## src/rtl/muldiv_seq.sv

```systemverilog
// Iterative multiply/divide sequencer owning the HI/LO registers.
// One shared adder/subtractor, one result bit per cycle, WIDTH+2 cycles per operation.
module muldiv_seq #(
    parameter int unsigned WIDTH = 32
) (
    input  logic             clk,
    input  logic             reset,
    input  logic             start,
    input  logic [1:0]       op,
    input  logic [WIDTH-1:0] a,
    input  logic [WIDTH-1:0] b,
    input  logic             abort,
    input  logic             hiwrite,
    input  logic             lowrite,
    input  logic [WIDTH-1:0] wdata,
    output logic             busy,
    output logic             done,
    output logic [WIDTH-1:0] hi,
    output logic [WIDTH-1:0] lo
);

    localparam int unsigned CntW = $clog2(WIDTH);

    typedef enum logic [1:0] {StIdle, StPrep, StRun, StFix} state_e;

    state_e             state_q, state_d;
    logic [1:0]         op_q;
    logic [WIDTH-1:0]   a_q;        // original dividend, kept for divide-by-zero
    logic [WIDTH-1:0]   opb_q;      // multiplicand-side / divisor operand (magnitude after PREP)
    logic [2*WIDTH-1:0] acc_q;      // {partial product | remainder, multiplier | dividend/quotient}
    logic [CntW-1:0]    cnt_q;
    logic               neg_res_q;  // operand signs differ
    logic               neg_rem_q;  // dividend was negative

    logic               is_div;
    logic [WIDTH-1:0]   upper, lower;
    logic [WIDTH:0]     rem_sh;
    logic [WIDTH:0]     add_x, add_y;
    logic               add_cin;
    logic [WIDTH+1:0]   sum;
    logic               no_borrow;
    logic [2*WIDTH-1:0] acc_step;
    logic               a_neg, b_neg;
    logic [WIDTH-1:0]   a_mag, b_mag;
    logic [2*WIDTH-1:0] prod_fix;
    logic [WIDTH-1:0]   fix_hi, fix_lo;

    assign is_div = op_q[1];
    assign upper  = acc_q[2*WIDTH-1:WIDTH];
    assign lower  = acc_q[WIDTH-1:0];
    assign rem_sh = acc_q[2*WIDTH-1:WIDTH-1];

    // State register
    always_ff @(posedge clk or negedge reset) begin
        if (!reset) begin
            state_q <= StIdle;
        end else begin
            state_q <= state_d;
        end
    end

    // Next-state logic; abort flushes any in-flight operation
    always_comb begin
        state_d = state_q;
        unique case (state_q)
            StIdle: if (start && !abort) state_d = StPrep;
            StPrep: state_d = abort ? StIdle : StRun;
            StRun: begin
                if (abort) begin
                    state_d = StIdle;
                end else if (cnt_q == CntW'(WIDTH - 1)) begin
                    state_d = StFix;
                end
            end
            StFix: state_d = StIdle;
            default: state_d = StIdle;
        endcase
    end

    // Shared adder: add for multiply, trial subtract (carry-out = no borrow) for divide
    always_comb begin
        add_x   = '0;
        add_y   = '0;
        add_cin = 1'b0;
        if (is_div) begin
            add_x   = rem_sh;
            add_y   = ~{1'b0, opb_q};
            add_cin = 1'b1;
        end else begin
            add_x = {1'b0, upper};
            add_y = lower[0] ? {1'b0, opb_q} : '0;
        end
        sum       = {1'b0, add_x} + {1'b0, add_y} + {{(WIDTH + 1){1'b0}}, add_cin};
        no_borrow = sum[WIDTH+1];
        if (is_div) begin
            acc_step = {(no_borrow ? sum[WIDTH-1:0] : rem_sh[WIDTH-1:0]),
                        lower[WIDTH-2:0], no_borrow};
        end else begin
            acc_step = {sum[WIDTH:0], lower[WIDTH-1:1]};
        end
    end

    // Operand magnitudes for signed ops
    always_comb begin
        a_neg = op_q[0] & a_q[WIDTH-1];
        b_neg = op_q[0] & opb_q[WIDTH-1];
        a_mag = a_neg ? -a_q : a_q;
        b_mag = b_neg ? -opb_q : opb_q;
    end

    // Sign fixup and final HI/LO values
    always_comb begin
        prod_fix = neg_res_q ? -acc_q : acc_q;
        fix_hi   = prod_fix[2*WIDTH-1:WIDTH];
        fix_lo   = prod_fix[WIDTH-1:0];
        if (is_div) begin
            if (opb_q == '0) begin
                fix_lo = '1;
                fix_hi = a_q;
            end else begin
                fix_lo = neg_res_q ? -lower : lower;
                fix_hi = neg_rem_q ? -upper : upper;
            end
        end
    end

    // Datapath registers
    always_ff @(posedge clk or negedge reset) begin
        if (!reset) begin
            op_q      <= '0;
            a_q       <= '0;
            opb_q     <= '0;
            acc_q     <= '0;
            cnt_q     <= '0;
            neg_res_q <= 1'b0;
            neg_rem_q <= 1'b0;
        end else begin
            unique case (state_q)
                StIdle: begin
                    if (start && !abort) begin
                        op_q  <= op;
                        a_q   <= a;
                        opb_q <= b;
                    end
                end
                StPrep: begin
                    acc_q     <= {{WIDTH{1'b0}}, a_mag};
                    opb_q     <= b_mag;
                    neg_res_q <= a_neg ^ b_neg;
                    neg_rem_q <= a_neg;
                    cnt_q     <= '0;
                end
                StRun: begin
                    acc_q <= acc_step;
                    cnt_q <= cnt_q + 1'b1;
                end
                default: ;
            endcase
        end
    end

    // HI/LO: MTHI/MTLO only when idle; result written on completion unless aborted
    always_ff @(posedge clk or negedge reset) begin
        if (!reset) begin
            hi <= '0;
            lo <= '0;
        end else if (state_q == StIdle) begin
            if (hiwrite) hi <= wdata;
            if (lowrite) lo <= wdata;
        end else if (state_q == StFix && !abort) begin
            hi <= fix_hi;
            lo <= fix_lo;
        end
    end

    // Registered status outputs
    always_ff @(posedge clk or negedge reset) begin
        if (!reset) begin
            busy <= 1'b0;
            done <= 1'b0;
        end else begin
            busy <= (state_d != StIdle);
            done <= (state_q == StFix) && !abort;
        end
    end

endmodule
```

## config.mk

```make
export PLATFORM = sky130hd
export DESIGN_NAME = muldiv_seq
export DESIGN_NICKNAME = d
export VERILOG_FILES = /design/src/rtl/muldiv_seq.sv
export SDC_FILE = /design/constraint.sdc
export NUM_CORES = 1
export LEC_CHECK = 0
export ABC_AREA = 0
export ABC_CLOCK_PERIOD_IN_PS = 9550
export CELL_PAD_IN_SITES_DETAIL_PLACEMENT = 1
export CELL_PAD_IN_SITES_GLOBAL_PLACEMENT = 2
export CORE_UTILIZATION = 35
export CTS_BUF_LIST = sky130_fd_sc_hd__clkbuf_4 sky130_fd_sc_hd__clkbuf_8
export CTS_CLUSTER_DIAMETER = 30
export DETAILED_ROUTE_END_ITERATION = 10
export PLACE_DENSITY_LB_ADDON = 0.08
export SYNTH_ARGS = -nofsm -noshare
export SYNTH_HDL_FRONTEND = slang
export SYNTH_SLANG_ARGS = --single-unit
```

## constraint.sdc

```tcl
create_clock -name clk -period 9.55 [get_ports clk]
set_input_delay 1.4325 -clock clk [delete_from_list [all_inputs] [get_ports clk]]
set_output_delay 1.4325 -clock clk [all_outputs]
set_load 0.01 [all_outputs]
```

==> out/metrics.yaml <==
status:
  outcome: "complete, no violations"
place:
  dp_hpwl_um: 50970
  pre_cts_ws_ns: 4.226
  placed_cells_incl_taps: 2663
  place.gp.congestion: 0.9018
  port_buffers: 169
power_and_ir_drop:
  powerDensity_nw_per_um2: 408.4
  ir_drop_v: 0.0002318
  p_leak_nw: 7.851
  finalPower_mw: 8.050
finish:
  drive_gt1_share_pct: 10.92
  stdcell_count: 2790
  final_nets: 2284
  syn_to_final_growth_pct: 21.99
  final_util_pct: 43.34
clocking:
  cts_buffers: 71
  ctsHtreeMaxLevel: 3
  cts_buffer_depth: 3
  cts.sinks: 205
  holdBufCountCts: 0
  cts-resized-gates: 0
  cts_tree: "yes"
  clock-root-buffer: "clkbuf_8"
  clk_pin_slew_worst_paths_ns: 0.05
  clkLatencyLatePin_ns: 0.64
  cts_setup_buffers: 0
worst_setup_path:
  startpoint_type: "flop"
  setup.worst_path.class: "reg -> reg"
  cp_num_cells: 12
  crit_chain: "inv_1 -> buf_4 -> a21boi_0 -> fa_1 -> nand2b_1 -> a21oi_1 -> o2111ai_1 -> a21oi_1 -> o21ai_0 -> o311ai_0 -> nor2_1 -> o32ai_1"
  r2r_cells: 12
  reg2reg_to: "acc_q[52]"
  worstReg2RegStart: "op_q[1]"
  crit_buf_inv: 2
  critPathMostFrequentCell: "a21oi_1"
  crit_path_end_kind: "flop"
  r2r_slack_ns: 4.17
  slowest_stage: "o311ai_0"
  worstPathRequired_ns: 10.06
  max_stage_delay_ns: 0.97
  crit_arrival_ns: 5.89
  critPathMaxFanout: 38
  path_delay_family: "compound AO/OA/AOI/OAI gates"
floorplan:
  die_area_sq_um: 47030
  num_io_pins: 170
  die_w_um: 216.9
  start_util_pct: 35.53
  die_h_um: 216.9
  rows: 78
  coreArea_sq_um: 45480
logic_synthesis:
  synth_most_common_cell: "nand2_1"
  synth_top_area_share_pct: 31.75
  synth_area_leaders: "dfrtp_1 (32%), o21ai_0 (7.7%), xnor2_1 (6.0%)"
  synth_cell_types: 80
  synth_area_sq_um: 16160
  async_reset_ff_share_pct: 100.0
  ys.flop_type: "dfrtp_1"
  synth_edf_count: 0
  ys_seq_area_share_pct: 31.75
  syn_nets: 2186
  synthCells: 2038
  synth_top_area_cell: "dfrtp_1"
  synthTopCellsByCount: "nand2_1 (251), o21ai_0 (247), dfrtp_1 (205)"
  synth_warnings: 0
  synth_seq_cells: 205
  syn_area_per_cell_sq_um: 7.928
sta:
  worst_clock_skew_ns: 0.03472
  fin_crit_sh_pct: 56.30
  report.final.setup_viol: 0
  fmax_mhz: 186.0
  final_hold_viol_count: 0
  grt_setup_unrepaired: "no"
  totalNegativeSetupSlack_ns: 0
  fin_crit_ns: 5.377
  report.final.slew_viol_count: 0
  relSlewSlack_pct: 20.74
  tightest_slew_ns: 1.174
  setup_slack_ns: 4.173
hold_path:
  min-delay-start: "lo[10]"
  min_to: "lo[10]"
  hp-class: "reg -> reg"
  min_path_cells: 2
routing:
  wire_per_inst_um: 24.45
  dr.pass1.iters: 5
  drc: 0
  vias_per_cell: 5.871
  vias: 16381
  drt_iter0_drc: 986
  totalWireLength_um: 68210
  postRouteAntennaNets: 0
global_routing:
  antenna_found_initial: 1
  gr-usage-all-layers_pct: 28.73
  grt_max_degree: 115
  grt_pass1_wl_um: 103300
  grt_overflow: 0
  grt_pass1_vias: 16488
job:
  cap_viol_max_count: 0
==> layout by cell type, fill, tap and decap left out, types with 24 or more instances in the layout <==
cell             instances
xnor2_1                111
or4_1                   24
a21oi_1                129
mux2i_1                 42
ha_1                    40
clkbuf_8                94
nand3_1                 51
o31ai_1                 28
o22ai_1                 71
or3_1                   25
o21ai_0                247
nor2_1                 105
o211ai_1                62
inv_1                   70
dfrtp_1                203
nand2_1                251
mux2_2                  55
nor3_1                  42
xor2_1                  31
clkdlybuf4s50_1        168
==> layout make-up <==
cell class	count	area, sq um
diodes	1	2.502
clock buffers	102	1348
clock inverters	24	186.4
fillers	5452	25770
inverters	71	266.5
multi-input cells	1597	10150
flip-flops and latches	205	5135
well taps	600	750.7
repair buffers	190	1866
==> metrics by stage <==
stage / cell area, sq um / hold slack (ns)
global placement: 18170 / 0.4619
floorplan: 16160 / 0.4786
global route: 19710 / 0.4998
detailed placement: 18170 / 0.4727
finish: 19710 / 0.4764
CTS: 19710 / 0.4834
==> worst max path at each step <==
stage / from / endpoint / slack, ns
after floorplan: op_q[1] / acc_q[56] / 5.54
after global placement: op_q[1] / acc_q[52] / 4.33
after detailed placement: op_q[1] / acc_q[52] / 4.23
after CTS: op_q[1] / acc_q[52] / 4.20
after global routing: op_q[1] / acc_q[42] / 3.84
final: op_q[1] / acc_q[52] / 4.17
==> logic make-up (layout without fill, tap and decap cells) <==
kind of cell	after synthesis	count (layout)	share of synthesized area, %
AO/OA/AOI/OAI	695	695	26.51
other	0	1	0
adder cells (fa/ha/maj)	44	44	3.500
XOR/XNOR	142	142	7.698
AND/OR/NAND/NOR	619	619	18.53
flip-flops	205	205	31.75
buffers and inverters	236	387	5.576
multiplexers	97	97	6.435
==> flip-flops by register name (all words and copies together) (netlist names) <==
register / cells
acc_q: 64
a_q: 32
hi: 32
lo: 32
opb_q: 32
cnt_q: 5
op_q: 2
state_q: 2
busy: 1
done: 1
neg_rem_q: 1
neg_res_q: 1
==> power breakdown <==
part           switching [mW]  internal [mW]
sequential              0.700           1.27
clock                   0.527          0.955
combinational            2.86           1.74
==> tightest hold or removal path, delay by kind of cell, from the launching register on <==
kind / cells / cell delay [ns]
compound gates: 1 / 0.06
flops: 1 / 0.34
simple gates: 1 / 0.04
==> metal layers <==
layer  track usage, %  up-vias  part of all wire (%)
li1                 -     7708                     -
met1            36.19     8174                    44
met2            49.27      394                    49
met3            4.179      105                   3.8
met4            11.31        0                   3.5
met5                0        -                     0
(Power assumes the default switching activity.)
